==> src/rtl/riscv_mem_stage_if.sv <==
// Data-memory bus between the MEM stage (master) and the data memory (slave):
// req/gnt address phase followed by an rvalid read-data phase.
interface riscv_mem_stage_if #(
    parameter int XLEN = 32
);
    logic            req;
    logic            we;
    logic [XLEN-1:0] addr;
    logic [XLEN-1:0] wdata;
    logic [3:0]      be;
    logic            gnt;
    logic            rvalid;
    logic [XLEN-1:0] rdata;

    modport master (output req, we, addr, wdata, be, input gnt, rvalid, rdata);
    modport slave  (input req, we, addr, wdata, be, output gnt, rvalid, rdata);
endinterface

==> src/rtl/riscv_mem_stage.sv <==
// RV32I memory-access stage: issues load/store bus transactions, aligns and extends
// data, stalls the pipeline while an access is in flight, flags misalign and timeouts.
module riscv_mem_stage #(
    parameter int XLEN     = 32,
    parameter int WAIT_MAX = 255
) (
    input  logic              i_clk,
    input  logic              i_rstn,
    input  logic              i_mem_stage_is_load,
    input  logic              i_mem_stage_mem_wr_en,
    input  logic [3:0]        i_mem_stage_byte_sel,
    input  logic [XLEN-1:0]   i_mem_stage_addr,
    input  logic [XLEN-1:0]   i_mem_stage_wdata,
    input  logic [2:0]        i_mem_stage_func3,
    riscv_mem_stage_if.master dmem,
    output logic [XLEN-1:0]   o_mem_stage_load_data,
    output logic              o_mem_stage_stall,
    output logic              o_mem_stage_misalign,
    output logic              o_mem_stage_bus_err
);
    localparam int CW = $clog2(WAIT_MAX + 1);

    typedef enum logic [1:0] {IDLE, REQ, RSP} state_t;

    // Access attributes latched at issue so load alignment does not depend on EX/MEM holding.
    typedef struct packed {
        logic       ld;
        logic [1:0] sh;
        logic [2:0] f3;
    } acc_t;

    state_t          state, state_nxt;
    acc_t            acc_q;
    logic [CW-1:0]   wait_cnt;
    logic [1:0]      sh;
    logic            access, misaligned, issue, done, abort;
    logic [XLEN-1:0] rd_shifted;

    function automatic logic [XLEN-1:0] ld_extend(input logic [2:0] f3, input logic [XLEN-1:0] r);
        case (f3)
            3'b000:  return {{(XLEN-8){r[7]}}, r[7:0]};
            3'b100:  return {{(XLEN-8){1'b0}}, r[7:0]};
            3'b001:  return {{(XLEN-16){r[15]}}, r[15:0]};
            3'b101:  return {{(XLEN-16){1'b0}}, r[15:0]};
            default: return r;
        endcase
    endfunction

    assign access     = i_mem_stage_is_load | i_mem_stage_mem_wr_en;
    assign sh         = i_mem_stage_addr[1:0];
    assign misaligned = access & ((i_mem_stage_func3[1:0] == 2'b01 & sh[0]) |
                                  (i_mem_stage_func3[1:0] == 2'b10 & sh != 2'b00));
    assign issue      = (state == IDLE) & access & ~misaligned;
    assign done       = (state == REQ & dmem.gnt & ~acc_q.ld) | (state == RSP & dmem.rvalid);
    // A completion landing on the last allowed cycle wins over the timeout.
    assign abort      = (state != IDLE) & ~done & (wait_cnt == CW'(WAIT_MAX));

    always_ff @(posedge i_clk or negedge i_rstn) begin
        if (!i_rstn) state <= IDLE;
        else         state <= state_nxt;
    end

    always_comb begin
        state_nxt = state;
        case (state)
            IDLE: if (issue) state_nxt = REQ;
            REQ: begin
                if (abort || (dmem.gnt && !acc_q.ld)) state_nxt = IDLE;
                else if (dmem.gnt)                    state_nxt = RSP;
            end
            RSP:     if (done || abort) state_nxt = IDLE;
            default: state_nxt = IDLE;
        endcase
    end

    always_comb begin
        o_mem_stage_stall     = 1'b0;
        o_mem_stage_misalign  = 1'b0;
        o_mem_stage_bus_err   = 1'b0;
        o_mem_stage_load_data = '0;
        rd_shifted            = dmem.rdata >> {acc_q.sh, 3'b000};
        case (state)
            IDLE: begin
                o_mem_stage_stall    = issue;
                o_mem_stage_misalign = misaligned;
            end
            default: begin
                o_mem_stage_stall   = ~done & ~abort;
                o_mem_stage_bus_err = abort;
                if (state == RSP && dmem.rvalid)
                    o_mem_stage_load_data = ld_extend(acc_q.f3, rd_shifted);
            end
        endcase
    end

    always_ff @(posedge i_clk or negedge i_rstn) begin
        if (!i_rstn)               wait_cnt <= '0;
        else if (state == IDLE)    wait_cnt <= '0;
        else                       wait_cnt <= wait_cnt + 1'b1;
    end

    // Bus outputs are registered; they hold until gnt (or timeout), then clear.
    always_ff @(posedge i_clk or negedge i_rstn) begin
        if (!i_rstn) begin
            dmem.req   <= 1'b0;
            dmem.we    <= 1'b0;
            dmem.addr  <= '0;
            dmem.wdata <= '0;
            dmem.be    <= '0;
            acc_q      <= '0;
        end else if (issue) begin
            dmem.req   <= 1'b1;
            dmem.we    <= ~i_mem_stage_is_load;
            dmem.addr  <= {i_mem_stage_addr[XLEN-1:2], 2'b00};
            dmem.wdata <= i_mem_stage_wdata << {sh, 3'b000};
            dmem.be    <= 4'(i_mem_stage_byte_sel << sh);
            acc_q      <= '{ld: i_mem_stage_is_load, sh: sh, f3: i_mem_stage_func3};
        end else if (state == REQ && (dmem.gnt || abort)) begin
            dmem.req   <= 1'b0;
            dmem.we    <= 1'b0;
            dmem.addr  <= '0;
            dmem.wdata <= '0;
            dmem.be    <= '0;
        end
    end
endmodule

==> src/flat_wrapper.sv <==
// flat-port wrapper written by rule: the top's interface ports become plain ports
module riscv_mem_stage_flat 
#(
    parameter int XLEN     = 32,
    parameter int WAIT_MAX = 255
)
  (i_clk, i_rstn, i_mem_stage_is_load, i_mem_stage_mem_wr_en, i_mem_stage_byte_sel, i_mem_stage_addr, i_mem_stage_wdata, i_mem_stage_func3, o_mem_stage_load_data, o_mem_stage_stall, o_mem_stage_misalign, o_mem_stage_bus_err, dmem_req, dmem_we, dmem_addr, dmem_wdata, dmem_be, dmem_gnt, dmem_rvalid, dmem_rdata);
  riscv_mem_stage_if #(.XLEN(XLEN)) dmem_i ();
  input  logic i_clk;
  input  logic i_rstn;
  input  logic i_mem_stage_is_load;
  input  logic i_mem_stage_mem_wr_en;
  input  logic [3:0] i_mem_stage_byte_sel;
  input  logic [XLEN-1:0] i_mem_stage_addr;
  input  logic [XLEN-1:0] i_mem_stage_wdata;
  input  logic [2:0] i_mem_stage_func3;
  output logic [XLEN-1:0] o_mem_stage_load_data;
  output logic o_mem_stage_stall;
  output logic o_mem_stage_misalign;
  output logic o_mem_stage_bus_err;
  output wire logic [$bits(dmem_i.req)-1:0] dmem_req;
  output wire logic [$bits(dmem_i.we)-1:0] dmem_we;
  output wire logic [$bits(dmem_i.addr)-1:0] dmem_addr;
  output wire logic [$bits(dmem_i.wdata)-1:0] dmem_wdata;
  output wire logic [$bits(dmem_i.be)-1:0] dmem_be;
  input wire logic [$bits(dmem_i.gnt)-1:0] dmem_gnt;
  input wire logic [$bits(dmem_i.rvalid)-1:0] dmem_rvalid;
  input wire logic [$bits(dmem_i.rdata)-1:0] dmem_rdata;
  assign dmem_req = dmem_i.req;
  assign dmem_we = dmem_i.we;
  assign dmem_addr = dmem_i.addr;
  assign dmem_wdata = dmem_i.wdata;
  assign dmem_be = dmem_i.be;
  assign dmem_i.gnt = dmem_gnt;
  assign dmem_i.rvalid = dmem_rvalid;
  assign dmem_i.rdata = dmem_rdata;
  riscv_mem_stage #(.XLEN(XLEN), .WAIT_MAX(WAIT_MAX)) u_core (.i_clk(i_clk), .i_rstn(i_rstn), .i_mem_stage_is_load(i_mem_stage_is_load), .i_mem_stage_mem_wr_en(i_mem_stage_mem_wr_en), .i_mem_stage_byte_sel(i_mem_stage_byte_sel), .i_mem_stage_addr(i_mem_stage_addr), .i_mem_stage_wdata(i_mem_stage_wdata), .i_mem_stage_func3(i_mem_stage_func3), .dmem(dmem_i), .o_mem_stage_load_data(o_mem_stage_load_data), .o_mem_stage_stall(o_mem_stage_stall), .o_mem_stage_misalign(o_mem_stage_misalign), .o_mem_stage_bus_err(o_mem_stage_bus_err));
endmodule
==> config.mk <==
export PLATFORM = sky130hd
export DESIGN_NAME = riscv_mem_stage_flat
export DESIGN_NICKNAME = d
export VERILOG_FILES = /design/src/rtl/riscv_mem_stage_if.sv /design/src/rtl/riscv_mem_stage.sv /design/src/flat_wrapper.sv
export SDC_FILE = /design/constraint.sdc
export NUM_CORES = 1
export LEC_CHECK = 0
export BUFFER_PORTS_ARGS = -buffer_cell sky130_fd_sc_hd__buf_4
export CAP_MARGIN = 20
export CORE_MARGIN = 2
export CORE_UTILIZATION = 50
export CTS_CLUSTER_DIAMETER = 200
export CTS_CLUSTER_SIZE = 40
export DETAILED_ROUTE_END_ITERATION = 8
export GPL_TIMING_DRIVEN = 1
export PLACE_DENSITY = 0.95
export SLEW_MARGIN = 20
export SYNTH_ARGS = -nofsm -noshare
export SYNTH_HDL_FRONTEND = slang
export SYNTH_SLANG_ARGS = --single-unit
export TNS_END_PERCENT = 100
==> constraint.sdc <==
create_clock -name i_clk -period 4.55 [get_ports i_clk]
set_clock_uncertainty 0.05 [all_clocks]
set_input_delay 0.455 -clock i_clk [delete_from_list [all_inputs] [get_ports i_clk]]
set_output_delay 0.455 -clock i_clk [all_outputs]
set_load 0.03 [all_outputs]
# Yosys cells after proc, flatten, opt, wreduce, memory -nomap -nowiden
# Index checks and enable logic that the tools add are counted.
dict set report word_totals {
  register_bits 86
  latch_bits 0
  mem_bits_rw 0
  romBits 0
  in_bits 109
  output_inout_bits 105
  wordCells 77
  n_memories 0
}
dict set report op_classes {
  n_addsub 1
  n_mul 0
  div_mod_pow 0
  order_cmp 0
  eq_ne 11
  n_shift 3
  n_mux 20
  bitwise 19
  n_reduce_logical 13
}
# operator count
set ops {}
lappend ops {{32-bit 2-to-1 mux} 5}
lappend ops {{32-bit one-hot mux with 4 select lines} 1}
lappend ops {{32-bit by 5-bit left shift with 32-bit output} 1}
lappend ops {{32-bit by 5-bit right shift with 32-bit output} 1}
lappend ops {{1-bit bitwise AND} 11}
lappend ops {{8-bit by 1-bit adder with 8-bit output (second input constant)} 1}
lappend ops {{8-bit == test (second input constant)} 1}
lappend ops {{2-bit 2-to-1 mux} 4}
lappend ops {{4-bit 2-to-1 mux} 2}
lappend ops {{8-bit 2-to-1 mux} 1}
lappend ops {{3-bit == test (second input constant)} 2}
lappend ops {{1-bit 2-to-1 mux} 6}
lappend ops {{2-bit one-hot mux with 3 select lines} 1}
lappend ops {{2-bit nonzero test} 3}
lappend ops {{1-bit NOT} 5}
lappend ops {{2-bit by 1-bit == test with 1-bit output (second input constant)} 2}
lappend ops {{2-bit == test (second input constant)} 2}
lappend ops {{4-bit by 2-bit left shift with 4-bit output} 1}
lappend ops {{3-bit by 1-bit == test with 1-bit output (second input constant)} 1}
lappend ops {{1-bit logical AND} 3}
lappend ops {{3-bit logical NOT} 1}
lappend ops {{1-bit logical OR} 3}
lappend ops {{3-bit inequality test (second input constant)} 1}
lappend ops {{1-bit OR} 3}
lappend ops {{other kinds (5)} 5}

# Depth between registers and ports, before layout
dict set report depth {
  ltp_word 11
  ltp_mapped 7
  ltp_nobuf 5
}

# Worst setup path after synthesis
# OpenSTA, ideal clock, no wires.
dict set report synth_timing {
  path_kind {register to output}
  from {register u_core.state[0]}
  to {output port o_mem_stage_load_data[16]}
  arrival_time_ps 1872
  t_required_ps 4045
  path_slack_ps 2173
  path_stages_with_launch 5
  path_buffers 1
  path_cell_list {dfrtp_1 > nand3b_1 > or3b_2 > buf_1 > o21ai_0}
}
dict set report synth_via {
  elab_chain_cells 4
  elab_cells_between_ends 5
  classes_between {eq/ne: 1; mux: 2; reduce/logical: 2}
}
# element line_no
set synth_lines {}
lappend synth_lines {{start, declared} riscv_mem_stage.sv:32} ;# state_t state, state_nxt;
lappend synth_lines {{start signal, assigned} riscv_mem_stage.sv:60} ;# else state <= state_nxt;
lappend synth_lines {{2-bit == test} riscv_mem_stage.sv:90} ;# if (state == RSP && dmem.rvalid)
lappend synth_lines {{1-bit logical AND} riscv_mem_stage.sv:90}
lappend synth_lines {{32-bit 2-to-1 mux} riscv_mem_stage.sv:90}
lappend synth_lines {{32-bit 2-to-1 mux *} riscv_mem_stage.sv:82} ;# case (state)
lappend synth_lines {{end, declared} flat_wrapper.sv:17} ;# output logic [XLEN-1:0] o_mem_stage_load_data;
# Every way passes the cells marked *; elsewhere a longest branch is shown, timed or not.

# Worst setup path in the final report
dict set report layout_timing {
  from {register u_core.acc_q[4] (netlist name)}
  to {output port o_mem_stage_load_data[13]}
}
dict set report layout_via {
  elab_chain_cells 4
}
# element line_no
set layout_lines {}
lappend layout_lines {{start, declared} riscv_mem_stage.sv:33} ;# acc_t acc_q;
lappend layout_lines {{start signal, assigned} riscv_mem_stage.sv:117} ;# acc_q <= '{ld: i_mem_stage_is_load, sh: sh, f3: i_mem_stage_func3};
lappend layout_lines {{32-bit by 5-bit right shift with 32-bit output} riscv_mem_stage.sv:81} ;# rd_shifted = dmem.rdata >> {acc_q.sh, 3'b000};
lappend layout_lines {{32-bit one-hot mux with 4 select lines} riscv_mem_stage.sv:40} ;# case (f3)
lappend layout_lines {{32-bit 2-to-1 mux} riscv_mem_stage.sv:90}
lappend layout_lines {{32-bit 2-to-1 mux} riscv_mem_stage.sv:82}
# No other way between the ends.

==> impl_results.md <==
- Setup Fix Bufs, Post-CTS: 0
- Clock Latency Late Sink: ~0.36 ns
- Post-Synthesis Cells: 420
- N_diodes: 0
- CP endpoint kind: primary output
- Iter 0 DRT Violations: approximately 190
- GRT Util Overall: 0.281
- Proportion of layout cells with a drive suffix above 1: 0.416
- Leakage: around 3.2 nW
- Flops & latches, synth: 84
- Remaining Overflow, GRT: 0
- Commonest cells after routing, fill and taps aside: buf_4 (213), dfrtp_1 (84), a22o_1 (48)
- Root buf cell: clkbuf_8
- Cts bufs inserted: 9
- Routed len/inst: 19.2 microns
- Die area: 9650 sq um
- Outcome: finished, final reports clean
- TritonCTS Sinks: 84
- Cell area power density: 646 nW/um^2
- Most common cell after layout, fill and taps aside: buf_4
- Mapped Avg Cell Area: 10.6 sq um
- Die height: approximately 100 microns
- Io pins: 214
- H-tree depth: 3
- Vias: roughly 4300
- Fill cell count: 604
- Post-synthesis sequential area ratio: 0.473
- Post-route clock period utilization: 0.698
- Final antenna-violating net count: 0
- Clock buffer depth: 2
- Mapped Area: 4440 sq um
- Setup TNS: 0 ns
- # hold bufs at CTS: 0
- Critical path class: reg -> out
- Starting Density: 0.512
- First-pass GRT wire length: 21.4 mm
- EDFF count, synth: 0
- Initial antenna violation count: 0
- Post-CTS resize count: 0
- Synth-to-layout area growth: 41.0%
- Synth cell types: 45
- Maximum VDD drop: 0.000458 V
- Type of origin of the critical path: flop
- CTS clk-pin slew, worst paths: 0.09 ns
- WL final: 13.9 mm
- # setup viols final: 0
- Post-route DRC: 0
- CP cell instances: mux2_2 -> or3_1 -> a21oi_2 -> buf_4
- GPL Wtd Cong: between 1 and 1.5
- Final HPWL DP: about 10 mm
- Synth warn: 0
- Slew Limit Headroom: 0.300
- Worst Hold Class: in -> async
- Nets: 720
- Worst path arrival time: about 2.7 ns
- Core area: 8680 sq um
- CTS tree: done
- Vias in the first global route: 4184
- Critical Path RT: 4.05 ns
- Ys async rst share: 1.00
- CP peak stage delay: 0.99 ns
- Pre-antenna DRT Iters: 5
- Max FO, Critical Path: 32
- Worst Tran Pin Value: 1.04 ns
- Site row count: 34
- Width of the die: 98.3 microns
- Via density: 5.91
- Tmin final: 3.17 ns
- Final Hold Violating Endpoints: 0
- Ys flop type: dfrtp_1
- Maxcap violations: 0
- RSZ-0062 raised after global routing: no
- Achievable Freq: 315 MHz
- Max-slew violations: 0
- Crit-path slowest cell: dfrtp_1
- Fin Hold WS: 0.0744 ns
- Pin count of the biggest net entering global routing: 85
- Port Buffer Count: 211
## critical path, delay by kind of cell, from the launching register on
kind / cells / cell delay [ns]
flops: 1 / 0.99
simple gates: 1 / 0.53
mux: 1 / 0.43
buf+inv: 1 / 0.17
compound gates: 1 / 0.20
## where the power goes
part | internal (W) | switching, W | total, W | leakage, nW
clock | 0.000318 | 0.000293 | 0.000611 | 0.115
combinational | 0.000854 | 0.00128 | 0.00213 | 1.96
sequential | 0.00104 | 0.000256 | 0.00130 | 1.08
## synth_stat cells (6+ instances only)
| library cell | n | area share |
|---|---|---|
| a211o_1 | 9 | 0.018 |
| a211oi_1 | 14 | 0.024 |
| a21oi_2 | 8 | 0.016 |
| a22o_1 | 48 | 0.095 |
| a32o_1 | 9 | 0.020 |
| and2_1 | 6 | 0.0085 |
| buf_1 | 6 | 0.0051 |
| buf_2 | 16 | 0.018 |
| clkbuf_1 | 11 | 0.0093 |
| dfrtp_1 | 84 | 0.47 |
| mux2_2 | 8 | 0.020 |
| mux2i_1 | 37 | 0.083 |
| nand2_1 | 41 | 0.035 |
| nor2_1 | 20 | 0.017 |
| nor2b_1 | 20 | 0.028 |
| o21ai_0 | 26 | 0.029 |
| o2bb2ai_1 | 10 | 0.020 |
## cell type report
cell class	count	area (sq um)	share of cell area
clock buffer	9	124	0.0198
multi-input combinational	300	2170	0.346
tap	108	135	0.0216
timing repair buffer	215	1630	0.260
clock inverter	7	104	0.0166
sequential	84	2100	0.336
## cells by family after synthesis
kind of cell / Yosys count / share of synthesized area
xor+xnor: 5 / 0.00986
mux: 45 / 0.104
fa+ha+maj: 1 / 0.00282
compound gates: 139 / 0.248
flops: 84 / 0.473
buf+inv: 37 / 0.0408
other cells: 1 / 0.000844
simple gates: 108 / 0.121
## per-layer routing
| layer | share of wire | global-route usage | up-vias |
|---|---|---|---|
| met3 | 0.099 | 0.0902 | 28 |
| met4 | 0.024 | 0.0917 | 0 |
| met5 | 0 | 0 | - |
| li1 | - | - | 1934 |
| met1 | 0.36 | 0.327 | 2062 |
| met2 | 0.52 | 0.493 | 247 |
## flip-flops by register name, summed over array words and instances (netlist names)
register	cells
u_core.dmem.req	1
u_core.dmem.wdata	32
u_core.dmem.be	4
u_core.state	2
u_core.wait_cnt	8
u_core.dmem.addr	30
u_core.acc_q	6
u_core.dmem.we	1
## through the flow
step                power (W)  setup slack (ns)   util  instance area [sq um]  cells
floorplan             0.00265              2.17      -                   4450    421
global placement      0.00334              1.87  0.693                   6010    706
detailed placement    0.00342              1.80  0.693                   6010    706
CTS                   0.00403              1.41  0.719                   6240    722
global route          0.00424              1.20  0.722                   6260    723
finish                0.00404              1.38  0.722                   6260    723
## worst paths after layout
path	start	end	slack [ns]	cells past startpoint
max in group asynchronous	i_rstn	u_core.dmem.addr[19]$_DFFE_PN0P_	3.85	1
setup reg to reg	u_core.state[1]$_DFFE_PN0P_	u_core.acc_q[2]$_DFFE_PN0P_	2.15	5
hold reg to reg	u_core.wait_cnt[0]$_DFF_PN0_	u_core.wait_cnt[0]$_DFF_PN0_	0.42	1
hold / removal	i_rstn	u_core.dmem.wdata[14]$_DFFE_PN0P_	0.07	1
min in group i_clk	i_mem_stage_is_load	u_core.dmem.we$_DFFE_PN0P_	0.24	2
setup / recovery	u_core.acc_q[4]$_DFFE_PN0P_	o_mem_stage_load_data[13]	1.38	4
(Power assumes the default switching activity.)
